### src/rtl/memory_bus_arbiter_if.sv
// Handshake bundle between the two requesters, the arbiter and the shared memory port.
// The arbiter uses the slave modport; whoever drives requests and models memory uses master.
interface memory_bus_arbiter_if #(
  parameter int ADDRESS_SIZE = 15,
  parameter int DATA_WIDTH   = 32
);
  logic                    req0;
  logic                    req1;
  logic                    write0;
  logic                    write1;
  logic [ADDRESS_SIZE-1:0] address0;
  logic [ADDRESS_SIZE-1:0] address1;
  logic [DATA_WIDTH-1:0]   dataWrite0;
  logic [DATA_WIDTH-1:0]   dataWrite1;
  logic                    ack0;
  logic                    ack1;
  logic [DATA_WIDTH-1:0]   dataRead0;
  logic [DATA_WIDTH-1:0]   dataRead1;
  logic                    memValid;
  logic                    memWrite;
  logic [ADDRESS_SIZE-1:0] memAddress;
  logic [DATA_WIDTH-1:0]   memDataWrite;
  logic                    memReady;
  logic [DATA_WIDTH-1:0]   memDataRead;
  logic                    owner;

  modport slave (
    input  req0, req1, write0, write1, address0, address1, dataWrite0, dataWrite1,
    input  memReady, memDataRead,
    output ack0, ack1, dataRead0, dataRead1,
    output memValid, memWrite, memAddress, memDataWrite, owner
  );

  modport master (
    output req0, req1, write0, write1, address0, address1, dataWrite0, dataWrite1,
    output memReady, memDataRead,
    input  ack0, ack1, dataRead0, dataRead1,
    input  memValid, memWrite, memAddress, memDataWrite, owner
  );
endinterface

### src/rtl/memory_bus_arbiter.sv
// Two-port arbiter (core = port 0, debug/DMA = port 1) in front of one memory port.
// Define MEM_ARB_ROUND_ROBIN_EN for alternating tie-break; default is fixed priority to port 0.
module memory_bus_arbiter #(
  parameter int ADDRESS_SIZE = 15,
  parameter int DATA_WIDTH   = 32
) (
  input  logic                 clock,
  input  logic                 reset,
  memory_bus_arbiter_if.slave  bus
);

  typedef enum logic [1:0] {
    IDLE = 2'd0,
    BUSY = 2'd1,
    DONE = 2'd2
  } state_t;

  state_t                  state;
  state_t                  state_next;
  logic                    grant;
  logic                    grant1;

  logic                    mem_valid;
  logic                    mem_write;
  logic [ADDRESS_SIZE-1:0] mem_address;
  logic [DATA_WIDTH-1:0]   mem_data_write;
  logic                    ack0;
  logic                    ack1;
  logic [DATA_WIDTH-1:0]   data_read0;
  logic [DATA_WIDTH-1:0]   data_read1;
  logic                    owner;

`ifdef MEM_ARB_ROUND_ROBIN_EN
  logic last_grant;

  // Reset to 1 so that port 0 wins the first tie after reset.
  always_ff @(posedge clock or posedge reset) begin
    if (reset) begin
      last_grant <= 1'b1;
    end else if (grant) begin
      last_grant <= grant1;
    end
  end

  always_comb begin
    grant1 = bus.req1 & (~bus.req0 | ~last_grant);
  end
`else
  always_comb begin
    grant1 = bus.req1 & ~bus.req0;
  end
`endif

  always_ff @(posedge clock or posedge reset) begin
    if (reset) begin
      state <= IDLE;
    end else begin
      state <= state_next;
    end
  end

  always_comb begin
    grant      = 1'b0;
    state_next = state;
    case (state)
      IDLE: begin
        if (bus.req0 || bus.req1) begin
          grant      = 1'b1;
          state_next = BUSY;
        end
      end
      BUSY: begin
        if (bus.memReady) begin
          state_next = DONE;
        end
      end
      DONE:    state_next = IDLE;
      default: state_next = IDLE;
    endcase
  end

  // Acks default low each cycle, so the pulse set on completion lasts exactly the DONE cycle.
  always_ff @(posedge clock or posedge reset) begin
    if (reset) begin
      mem_valid      <= 1'b0;
      mem_write      <= 1'b0;
      mem_address    <= '0;
      mem_data_write <= '0;
      ack0           <= 1'b0;
      ack1           <= 1'b0;
      data_read0     <= '0;
      data_read1     <= '0;
      owner          <= 1'b0;
    end else begin
      ack0 <= 1'b0;
      ack1 <= 1'b0;
      case (state)
        IDLE: begin
          if (grant) begin
            mem_valid      <= 1'b1;
            owner          <= grant1;
            mem_write      <= grant1 ? bus.write1     : bus.write0;
            mem_address    <= grant1 ? bus.address1   : bus.address0;
            mem_data_write <= grant1 ? bus.dataWrite1 : bus.dataWrite0;
          end
        end
        BUSY: begin
          if (bus.memReady) begin
            mem_valid <= 1'b0;
            if (owner) begin
              data_read1 <= bus.memDataRead;
              ack1       <= 1'b1;
            end else begin
              data_read0 <= bus.memDataRead;
              ack0       <= 1'b1;
            end
          end
        end
        default: ;
      endcase
    end
  end

  assign bus.memValid     = mem_valid;
  assign bus.memWrite     = mem_write;
  assign bus.memAddress   = mem_address;
  assign bus.memDataWrite = mem_data_write;
  assign bus.ack0         = ack0;
  assign bus.ack1         = ack1;
  assign bus.dataRead0    = data_read0;
  assign bus.dataRead1    = data_read1;
  assign bus.owner        = owner;

endmodule

### src/flat_wrapper.sv
// flat-port wrapper written by rule: the top's interface ports become plain ports
module memory_bus_arbiter_flat 
#(
  parameter int ADDRESS_SIZE = 15,
  parameter int DATA_WIDTH   = 32
)
  (clock, reset, bus_req0, bus_req1, bus_write0, bus_write1, bus_address0, bus_address1, bus_dataWrite0, bus_dataWrite1, bus_memReady, bus_memDataRead, bus_ack0, bus_ack1, bus_dataRead0, bus_dataRead1, bus_memValid, bus_memWrite, bus_memAddress, bus_memDataWrite, bus_owner);
  memory_bus_arbiter_if #(.ADDRESS_SIZE(ADDRESS_SIZE), .DATA_WIDTH(DATA_WIDTH)) bus_i ();
  input  logic clock;
  input  logic reset;
  input wire logic [$bits(bus_i.req0)-1:0] bus_req0;
  input wire logic [$bits(bus_i.req1)-1:0] bus_req1;
  input wire logic [$bits(bus_i.write0)-1:0] bus_write0;
  input wire logic [$bits(bus_i.write1)-1:0] bus_write1;
  input wire logic [$bits(bus_i.address0)-1:0] bus_address0;
  input wire logic [$bits(bus_i.address1)-1:0] bus_address1;
  input wire logic [$bits(bus_i.dataWrite0)-1:0] bus_dataWrite0;
  input wire logic [$bits(bus_i.dataWrite1)-1:0] bus_dataWrite1;
  input wire logic [$bits(bus_i.memReady)-1:0] bus_memReady;
  input wire logic [$bits(bus_i.memDataRead)-1:0] bus_memDataRead;
  output wire logic [$bits(bus_i.ack0)-1:0] bus_ack0;
  output wire logic [$bits(bus_i.ack1)-1:0] bus_ack1;
  output wire logic [$bits(bus_i.dataRead0)-1:0] bus_dataRead0;
  output wire logic [$bits(bus_i.dataRead1)-1:0] bus_dataRead1;
  output wire logic [$bits(bus_i.memValid)-1:0] bus_memValid;
  output wire logic [$bits(bus_i.memWrite)-1:0] bus_memWrite;
  output wire logic [$bits(bus_i.memAddress)-1:0] bus_memAddress;
  output wire logic [$bits(bus_i.memDataWrite)-1:0] bus_memDataWrite;
  output wire logic [$bits(bus_i.owner)-1:0] bus_owner;
  assign bus_i.req0 = bus_req0;
  assign bus_i.req1 = bus_req1;
  assign bus_i.write0 = bus_write0;
  assign bus_i.write1 = bus_write1;
  assign bus_i.address0 = bus_address0;
  assign bus_i.address1 = bus_address1;
  assign bus_i.dataWrite0 = bus_dataWrite0;
  assign bus_i.dataWrite1 = bus_dataWrite1;
  assign bus_i.memReady = bus_memReady;
  assign bus_i.memDataRead = bus_memDataRead;
  assign bus_ack0 = bus_i.ack0;
  assign bus_ack1 = bus_i.ack1;
  assign bus_dataRead0 = bus_i.dataRead0;
  assign bus_dataRead1 = bus_i.dataRead1;
  assign bus_memValid = bus_i.memValid;
  assign bus_memWrite = bus_i.memWrite;
  assign bus_memAddress = bus_i.memAddress;
  assign bus_memDataWrite = bus_i.memDataWrite;
  assign bus_owner = bus_i.owner;
  memory_bus_arbiter #(.ADDRESS_SIZE(ADDRESS_SIZE), .DATA_WIDTH(DATA_WIDTH)) u_core (.clock(clock), .reset(reset), .bus(bus_i));
endmodule
### config.mk
export PLATFORM = sky130hd
export DESIGN_NAME = memory_bus_arbiter_flat
export DESIGN_NICKNAME = d
export VERILOG_FILES = /design/src/rtl/memory_bus_arbiter_if.sv /design/src/rtl/memory_bus_arbiter.sv /design/src/flat_wrapper.sv
export SDC_FILE = /design/constraint.sdc
export NUM_CORES = 1
export LEC_CHECK = 0
export CORE_ASPECT_RATIO = 2
export CORE_MARGIN = 4
export CORE_UTILIZATION = 44
export DETAILED_ROUTE_END_ITERATION = 6
export PLACE_DENSITY = 0.87
export SYNTH_ARGS = -nofsm -noshare
export SYNTH_HDL_FRONTEND = slang
export SYNTH_SLANG_ARGS = --single-unit
### constraint.sdc
create_clock -name clock -period 11.9 [get_ports clock]
set_input_delay 3.57 -clock clock [delete_from_list [all_inputs] [get_ports clock]]
set_output_delay 3.57 -clock clock [all_outputs]
set_load 0.03 [all_outputs]
# Yosys cells after proc, flatten, opt, wreduce, memory -nomap -nowiden

Cells that the tools add are included.

Bits in registers: 118
Input port bits: 133
Output and inout port bits: 116
Logic and storage cells: 42

Equal/unequal tests: 4
Mux-type cells: 17
Bitwise gates (word level): 3
Reduce and logical (&&, ||, !) cells: 8

Operators by type and width:

| cell                 | number |
|---|---|
| $mux W32             | 1 |
| $mux W15             | 1 |
| $mux W1              | 11 |
| $reduce_and A3 Y1    | 3 |
| $mux W2              | 2 |
| $ne A2 B1 Y1 const B | 2 |
| $pmux W2 S2          | 1 |
| $reduce_and A2 Y1    | 2 |
| $eq A2 B1 Y1 const B | 1 |
| $logic_not A2 Y1     | 1 |
| $ne A2 B2 Y1 const B | 1 |
| $not A1 Y1           | 2 |
| $pmux W1 S2          | 1 |
| $reduce_bool A2 Y1   | 1 |
| $and A1 B1 Y1        | 1 |
| $logic_or A1 B1 Y1   | 1 |

# Logic depth before layout (Yosys ltp)

Gate-level depths: netlist of the first run.

Depth in word-level cells: 5
Mapped depth: 6
Gate-level depth less buffers: 4

# Least setup slack after synthesis of the first run

No wires, ideal clock.

Path type: input port to flip-flop
From: input bus_req0
To: register u_core.mem_data_write[10] (netlist: u_core.bus.memDataWrite[10])
Library setup time: 0.078 ns
Data arrival time: 4.455 ns
Required time: 11.822 ns
Slack: 7.366 ns
Stages on the path: 6
Path buffers: 3
Cells stage by stage: buf_2 -> nor2b_1 -> buf_2 -> clkbuf_1 -> a22oi_1 -> o2bb2ai_1

Longest elaborated chain between the ends: 4
Elaborated cells on any way between the ends: 7
Those cells by class: mux: 3; bitwise: 2; reduce/logical: 2

Ends and longest elaborated chain:

| element                     | RTL line                  | source |
|---|---|---|
| start: declaration          | flat_wrapper.sv:11        | `input wire logic [$bits(bus_i.req0)-1:0] bus_req0;` |
| $logic_or A1 B1 Y1          | memory_bus_arbiter.sv:67  | `if (bus.req0 \|\| bus.req1) begin` |
| $mux W1                     | memory_bus_arbiter.sv:67  |  |
| $mux W1                     | memory_bus_arbiter.sv:65  | `case (state)` |
| $reduce_and A2 Y1 (no line) | --                        |  |
| end signal: assignment      | memory_bus_arbiter.sv:104 | `mem_data_write <= grant1 ? bus.dataWrite1 : bus.dataWrite0;` |
| end: declaration            | memory_bus_arbiter.sv:26  | `logic [DATA_WIDTH-1:0] mem_data_write;` |

Parallel ways exist; a longest one is shown, timed or not.
A chain may end at the register's enable or synchronous reset.

# Final worst setup path of the first run

From: register u_core.owner (netlist: u_core.bus.owner)
To: output bus_owner

RTL lines:

| element                  | RTL line                  | source |
|---|---|---|
| start: declaration       | memory_bus_arbiter.sv:31  | `logic owner;` |
| start signal: assignment | memory_bus_arbiter.sv:101 | `owner <= grant1;` |
| end: declaration         | flat_wrapper.sv:29        | `output wire logic [$bits(bus_i.owner)-1:0] bus_owner;` |

No word-level cell between the ends.

==> metrics, run 1 <==
commonest non-fill, non-tap cell in the layout clkdlybuf4s50_1; Total Routing Usage GR 0.233; via count between 4000 and 5000; Hold Crit Class flop to flop; Top delay family on crit path buffers and inverters; Critical-path top delay cell clkdlybuf4s50_1; Routed WL per cell a little over 20 um; CP max stage delay approximately 0.77 ns; Post-CTS Resized 0; Synth Area in Adders 0; Hold Crit Depth 1; simple-gate share of the synthesized area 0.0430; fin nets 745; cell total after placement 735; Mean Syn Cell Area 13.6 sq um; r2r worst-path depth 3; Place WS between 6 and 7 ns; Setup CP Type flop to output port; cells along the critical path clkdlybuf4s50_1; Ys Warns 0; Least-Margin Pin Slew between 1 and 1.5 ns; final std cells w/o fill approximately 770; Mapped Cells 370; chip width ~84 um; fmax 193 MHz; ANT cells 0; Final GP Congestion 0.853; layout cells sized above 1 0.171; Synth cell types 26; r2r setup slk ~9.9 ns; Startpoint Class flop; total grt overflow 0; highest-count cells in the layout ignoring fill and taps clkdlybuf4s50_1 (248), dfrtp_1 (118), a22oi_1 (48), mux2_2 (35), mux2_4 (29); setup TNS 0 ns; Hold Crit Endpoint u_core.bus.memDataWrite[29]; largest family of logic cells by synthesized area compound AO/OA/AOI/OAI gates; remaining antenna violation count 0; Post-Synth XOR/XNOR Area 0; Clock Latency Late Sink approximately 0.4 ns; P&R area growth vs syn 63.3%; Core Box Area roughly 11000 sq um; port buffer count ~250; Buf/Inv on CP 1; hold buffers post-CTS 0; dpl cell area around 7600 sq um; slew margin rel. 0.240; CTS tree done; DR vias/cell approximately 5.4; Rows 55; post-CTS setup buffer count 0; final setup fails 0; endpoints failing hold 0; die height roughly 160 um; minimum clock period 5.19 ns; Post-Syn Area 5040 sq um; CTS sink cnt between 100 and 150; FF-to-FF Start u_core.state[1]; H-tree depth 4; DRC viols 0; HP Start u_core.bus.memDataWrite[29]; Compound-Gate Fraction of Synth Area 0.170; Post-Route WL between 15000 and 20000 um; clk buf depth 2; WHS between 0.4 and 0.5 ns; CP Capture Type output port; Iter 0 DRT Violations 210; Layout Utilization 0.728; PnR Total Power 2.52 mW; CTS Buf Count 17; WP data required between 8 and 9 ns; vias in the first global route 4629; first-pass GRT wire length approximately 25000 um; post-route worst setup slack between 6 and 7 ns; Worst R2R End u_core.bus.dataRead0[6]; Final Skew 0.00727 ns; max_cap viols 0; final instance area between 8000 and 9000 sq um; synthesis-stage register bit count roughly 120; DP HPWL about 11000 um; Tcrit/Tclk final 0.436; share of the yosys chip area belonging to registers 0.586; # IOs approximately 250; largest net degree at the start of global routing between 60 and 70; Data arrival, critical path 1.62 ns; initial antenna violation count 0; Initial DRT Pass Iterations 4; RSZ-0062 raised after global routing false; post-synthesis mux area share 0.165; clock transition time at the flip-flop clock pins of the worst setup and hold paths 0.05 ns; Slew Limit Fails 0; Worst Path Max Fanout 4; Initial Util 0.446; CTS root buf clkbuf_16; leak pwr roughly 3.4 nW; status finished clean; Pwr Density just over 300 nW/um^2; die area 13300 sq um; Max VDD drop about 0.18 mV; Mapped Nets approximately 500
-- per-layer routing --
layer	track usage	wire, um	up-vias
li1	-	-	1869
met1	0.250	5440	2042
met2	0.417	8460	189
met4	0.105	529	0
met5	0	0	-
met3	0.0653	1050	39
-- power breakdown --
group | switching [mW] | internal [mW] | leakage [nW]
logic | 0.662 | 0.573 | 1.70
clock network | 0.169 | 0.386 | 0.316
registers | 0.127 | 0.600 | 1.42
-- cells by family (layout without fill, tap and decap cells) --
logic type / count (synthesis) / in the layout
AOI/OAI and AO/OA: 121 / 121
buffers and inverters: 34 / 288
DFF: 118 / 118
muxes: 64 / 64
and+or+nand+nor: 33 / 33
-- cells in the mapped netlist, drive strengths merged --
library cell	n	area share
dfrtp	118	0.59
nor2	3	0.0037
nand2	3	0.0037
mux2	64	0.16
nor2b	23	0.029
a211oi	1	0.0015
nand3b	1	0.0022
a21oi	1	0.00099
buf	21	0.026
a22oi	48	0.072
o21ai	23	0.024
or2	1	0.0012
nor3b	1	0.0025
nor3	1	0.00099
o2bb2ai	26	0.045
inv	3	0.0022
a31oi	22	0.027
clkbuf	10	0.0075
-- sequential cells by signal, summed over array words and instances, names as in the netlist --
register	count
u_core.bus.memDataWrite	32
u_core.bus.ack1	1
u_core.bus.dataRead1	32
u_core.bus.memWrite	1
u_core.bus.memValid	1
u_core.state	2
u_core.bus.ack0	1
u_core.bus.dataRead0	32
u_core.bus.memAddress	15
u_core.bus.owner	1
-- cell type report --
| class | count | area (sq um) |
|---|---|---|
| Fill cell | 775 | 3060 |
| Clock buffer | 22 | 474 |
| Clock inverter | 9 | 173 |
| Inverter | 3 | 13.8 |
| Sequential cell | 118 | 2950 |
| Timing Repair Buffer | 254 | 2530 |
| Multi-Input combinational cell | 218 | 1900 |
| Tap cell | 142 | 178 |
-- worst max path at each step --
stage               depth (start not counted)             start                        to
finish                                      1  u_core.bus.owner                 bus_owner
global route                                4          bus_req1       u_core.bus.memValid
CTS                                         1  u_core.bus.owner                 bus_owner
detailed placement                          4      bus_memReady  u_core.bus.dataRead0[12]
global placement                            4      bus_memReady   u_core.bus.dataRead0[5]
floorplan                                   1             reset           u_core.bus.ack0
Power figures use the tool's default switching activity.
==> run 2, diff against run 1 <==
CORE_UTILIZATION = 41   (was 44)
PLACE_DENSITY = 0.81   (was 0.87)
clock period = 4.85 ns   (was 11.9 ns; I/O delays follow)
==> run 2 against run 1 <==
Count of clock-buffer cells in the layout down 4. Final cell count up 0.65%. Non-clock buffer count down 1. Sequential share of layout area up 0.26 points. First-iteration DRC count down 30%. Largest cell class unchanged.
==> metrics, run 2 (synthesized netlist as in run 1, its figures left out) <==
leak pwr 3.40 nW (-1.2%); Max VDD drop 0.435 mV (+140%); port buffer count 248 (unchanged); Clk pwr share 0.203 (-0.018); final setup fails 0 (unchanged); clock transition time at the flip-flop clock pins of the worst setup and hold paths 0.05 ns (about the same); post-CTS setup buffer count 0 (unchanged); Final GP Congestion 0.826 (-3.2%); Routed WL per cell 20.3 um (+0.22%); CTS sink cnt 118 (unchanged); Least-Margin Pin Slew 1.17 ns (+0.0275 ns); status finished clean; minimum clock period 3.07 ns; Hold Crit Class flop to flop; Startpoint Class input pin; Flop pwr share 0.296 (+0.007); via count 4152 (+0.31%); die area 14200 sq um (+6.8%); endpoints failing hold 0 (unchanged); fillers 919 (+19%); Tcrit/Tclk final 0.633; Storage cell area 2950 sq um (unchanged); # IOs 249 (unchanged); combinational group share of total power 0.502 (+0.012); Initial DRT Pass Iterations 5 (+1); cells along the critical path buf_2 -> nor3b_2 -> buf_4 -> a22oi_1 -> o21ai_0; ANT cells 0 (unchanged); multi-input logic area 1900 sq um (unchanged); CTS tree done; Worst Path Max Fanout 52 (+48); DP HPWL 11200 um (-0.22%); Internal 3.64 mW (+130%); commonest non-fill, non-tap cell in the layout clkdlybuf4s50_1; Top delay family on crit path buffers and inverters; max_cap viols 0 (unchanged); RSZ-0062 raised after global routing false; Pwr Density 741 nW/um^2 (+140%); r2r setup slk 2.65 ns (-7.25 ns); Post-CTS Resized 0 (unchanged); DRC viols 0 (unchanged); H-tree depth 4 (unchanged); WHS 0.489 ns (+0.00285 ns); Core Box Area 12100 sq um (+7.4%); Post-Route WL 15600 um (+0.87%); Total Routing Usage GR 0.217 (-0.0159); Net Sw Frac 0.398 (+0.0177); chip width 86.4 um (+3.3%); Clock Latency Late Sink 0.40 ns (about the same); total grt overflow 0 (unchanged); P&R area growth vs syn 62.1%; CP Capture Type flop; DR vias/cell 5.39 (-0.34%); setup TNS 0 ns (unchanged); switching pwr 2.41 mW (+150%); fin nets 744 (-0.13%); Buf/Inv on CP 2 (+1); clk buf depth 2 (unchanged); hold buffers post-CTS 0 (unchanged); Iter 0 DRT Violations 147 (-30%); remaining antenna violation count 0 (unchanged); Data arrival, critical path 3.37 ns (+1.75 ns); CP max stage delay 0.68 ns (-0.09 ns); die height 165 um (+3.4%); slew margin rel. 0.222 (-0.0183); CTS root buf clkbuf_16; CTS Buf Count 17 (unchanged); vias in the first global route 4585 (-0.95%); largest net degree at the start of global routing 67 (+1.5%); Setup CP Type input pin to flop; first-pass GRT wire length 24100 um (-2.3%); highest-count cells in the layout ignoring fill and taps clkdlybuf4s50_1 (247), dfrtp_1 (118), a22oi_1 (48), mux2_2 (35), mux2_4 (29); WP data required 5.15 ns (-3.18 ns); Initial Util 0.415 (-0.0309); layout cells sized above 1 0.175 (+0.00321); Critical-path top delay cell nor3b_2; initial antenna violation count 0 (unchanged); Rows 57 (+3.6%); Slew Limit Fails 0 (unchanged); fmax around 330 MHz; Final Skew 0.0110 ns (+0.00372 ns)
run 2: path summary, 6_finish.rpt:
kind | cells past startpoint | start | endpoint
max in group asynchronous | 3 | reset | u_core.bus.dataRead0[11]
setup / recovery | 5 | bus_req0 | u_core.bus.memDataWrite[3]
hold reg to reg | 1 | u_core.bus.memDataWrite[9] | u_core.bus.memDataWrite[9]
setup reg to reg | 4 | u_core.state[0] | u_core.bus.memDataWrite[14]
hold / removal | 1 | u_core.bus.memDataWrite[9] | u_core.bus.memDataWrite[9]
min in group asynchronous | 2 | reset | u_core.bus.memDataWrite[18]
run 2: final cells by class:
cell class,count,area share
clock inverters,14,0.0187
inverters,3,0.00169
repair buffers,253,0.310
flip-flops and latches,118,0.362
well taps,147,0.0225
multi-input cells,218,0.233
clock buffers,18,0.0526
run 2: power groups by stage:
stage | logic [mW] | registers, mW | clock network [mW]
6_report | 3.03 | 1.79 | 1.23
3_3_place_gp | 2.99 | 1.77 | 0
2_1_floorplan | 0.788 | 2.71 | 0
4_1_cts | 3.06 | 1.79 | 1.25
3_5_place_dp | 3.05 | 1.79 | 0
5_1_grt | 3.18 | 1.86 | 1.30
run 2: worst register-to-register path, cell delays in order, from the launching register on:
cell	delay, ns
dfrtp_1	0.44
nor2_1	0.58
buf_4	0.35
o21ai_2	0.36
o2bb2ai_1	0.31
run 2: through the flow:
| step | area (sq um) | setup slack (ns) | total power [mW] | util | instances |
|---|---|---|---|---|---|
| 5_1_grt | 8160 | 1.57 | 6.33 | 0.673 | 771 |
| 3_3_place_gp | 7580 | 1.47 | 4.76 | 0.625 | 739 |
| 3_5_place_dp | 7580 | 1.40 | 4.84 | 0.625 | 739 |
| 6_report | 8160 | 1.78 | 6.05 | 0.673 | 771 |
| 4_1_cts | 8160 | 1.76 | 6.11 | 0.673 | 771 |
| 2_1_floorplan | 5040 | 0.266 | 3.50 | - | 370 |
run 2: per-layer routing:
layer  track usage  wire length (um)
met5             0                 0
met4        0.0965               458
met3        0.0649              1260
met2         0.386              8620
met1         0.232              5280
==> run 3, diff against run 2 <==
clock period = 3 ns   (was 4.85 ns; I/O delays follow)
==> run 3 against run 2 <==
Die area did not move. Global-route usage rose by 0.090 points. Worst hold slack got worse by 0.0031 ns. First-iteration DRC count rose by 20%. Core utilization rose by 0.33 points. Largest cell class unchanged. Clock power rose by 59%.
==> metrics, run 3 (synthesized netlist as in run 1, its figures left out) <==
Max VDD drop 0.792 mV (+82%); port buffer count 248 (unchanged); Post-CTS Resized 0 (unchanged); slew margin rel. 0.376 (+0.154); Hold Crit Class flop to flop; remaining antenna violation count 0 (unchanged); WL met2 8740 um (+1.4%); Flop pwr share 0.296 (about the same); P&R area growth vs syn 62.9%; Place WS 0.421 ns (-0.976 ns); highest-count cells in the layout ignoring fill and taps clkdlybuf4s50_1 (247), dfrtp_1 (118), a22oi_1 (48), mux2_2 (35), mux2_4 (29); DR vias/cell 5.38 (-0.13%); Clk pwr share 0.200 (-0.003); fillers 894 (-2.7%); layout cells sized above 1 0.180 (+0.00526); FF-to-FF Start u_core.state[0]; Initial Util 0.415 (unchanged); CTS root buf clkbuf_16; largest net degree at the start of global routing 119 (+78%); endpoints failing hold 0 (unchanged); CTS Buf Count 17 (unchanged); max_cap viols 0 (unchanged); post-route worst setup slack 0.501 ns (-1.28 ns); Slew Limit Fails 0 (unchanged); Critical-path top delay cell clkdlybuf4s50_1; hold buffers post-CTS 0 (unchanged); commonest non-fill, non-tap cell in the layout clkdlybuf4s50_1; Clock Latency Late Sink 0.40 ns (about the same); Initial DRT Pass Iterations 4 (-1); Iter 0 DRT Violations 177 (+20%); H-tree depth 4 (unchanged); Worst Path Max Fanout 4 (-92%); post-CTS setup buffer count 0 (unchanged); Least-Margin Pin Slew 0.936 ns (-0.231 ns); die height 165 um (unchanged); combinational group share of total power 0.503 (about the same); CTS sink cnt 118 (unchanged); Post-Route WL 15700 um (+0.31%); HP Start u_core.bus.memDataWrite[7]; first element of the critical path u_core.bus.owner; Core Box Area 12100 sq um (unchanged); Data arrival, critical path 1.60 ns (-1.77 ns); Setup CP Type flop to output port; Rows 57 (unchanged); die area 14200 sq um (unchanged); Buf/Inv on CP 1 (-1); first-pass GRT wire length 24100 um (-0.20%); routed wl met3 1290 um (+2.3%); Top delay family on crit path buffers and inverters; # IOs 249 (unchanged); cells along the critical path clkdlybuf4s50_1; DR top layer met4; Tcrit/Tclk final 0.833; Storage cell area 2950 sq um (unchanged); final setup fails 0 (unchanged); Final GP Congestion 0.846 (+2.4%); status finished clean; Internal 5.91 mW (+62%); clk buf depth 2 (unchanged); via count 4168 (+0.39%); Pwr Density 1190 nW/um^2 (+61%); CTS tree done; initial antenna violation count 0 (unchanged); leak pwr 3.42 nW (+0.65%); ANT cells 0 (unchanged); multi-input logic area 1910 sq um (+0.13%); fin nets 748 (+0.54%); total grt overflow 0 (unchanged); minimum clock period 2.50 ns; Total Routing Usage GR 0.218 (+0.000897); DP HPWL 11600 um (+3.4%); CP Capture Type output port; clock transition time at the flip-flop clock pins of the worst setup and hold paths 0.05 ns (about the same); vias in the first global route 4675 (+2.0%); fmax about 400 MHz; switching pwr 3.85 mW (+60%); Final Skew 0.0136 ns (+0.00256 ns); DRC viols 0 (unchanged); setup TNS 0 ns (unchanged); CP max stage delay 0.74 ns (+0.06 ns); WP data required 2.10 ns (-3.05 ns); Startpoint Class flop; Routed WL per cell 20.2 um (-0.20%); Net Sw Frac 0.394 (-0.00400); RSZ-0062 raised after global routing false; chip width 86.4 um (unchanged); Metal-1 WL 5080 um (-3.7%)
[run 3: cell count changes in the layout (fill, tap and decap cells not counted), sizes merged]
| cell | before | now |
|---|---|---|
| buf | 6 | 10 |
| clkinv | 5 | 6 |
| clkbuf | 18 | 20 |
| inv | 6 | 3 |
[run 3: per-layer routing]
| layer | GRT usage | vias up |
|---|---|---|
| li1 | - | 1875 |
| met1 | 0.220 | 2059 |
| met2 | 0.398 | 199 |
| met3 | 0.0719 | 35 |
| met4 | 0.0936 | 0 |
| met5 | 0 | - |
[run 3: final timing paths]
check	end	slack, ns	cells past startpoint
max	bus_owner	0.50	1
min in group asynchronous	u_core.bus.memDataWrite[31]	1.01	3
min reg2reg	u_core.bus.memDataWrite[7]	0.49	1
max reg2reg	u_core.bus.memDataWrite[2]	1.31	3
max in group asynchronous	u_core.bus.memDataWrite[5]	1.48	3
min	u_core.bus.memDataWrite[7]	0.49	1
[run 3: power groups by stage]
stage | Sequential (mW) | Combinational [mW] | Clock (mW)
global route | 3.00 | 5.15 | 2.07
CTS | 2.89 | 4.97 | 1.99
global placement | 2.85 | 4.85 | 0
floorplan | 4.38 | 1.27 | 0
detailed placement | 2.89 | 4.96 | 0
finish | 2.89 | 4.91 | 1.96
[run 3: final cells by class]
class / count / share of cell area
flip-flops and latches: 118 / 0.360
repair buffers: 257 / 0.313
well taps: 147 / 0.0224
clock inverters: 12 / 0.0157
inverters: 3 / 0.00183
clock buffers: 20 / 0.0545
multi-input cells: 218 / 0.232
[run 3: metrics by stage]
stage	util	power [mW]	instances	hold WS, ns	instance area [sq um]
6_report	0.677	9.76	775	0.486	8200
5_1_grt	0.677	10.2	775	0.511	8200
4_1_cts	0.677	9.85	775	0.491	8200
3_5_place_dp	0.629	7.85	743	0.475	7630
3_3_place_gp	0.629	7.70	743	0.472	7630
2_1_floorplan	-	5.66	370	0.474	5040
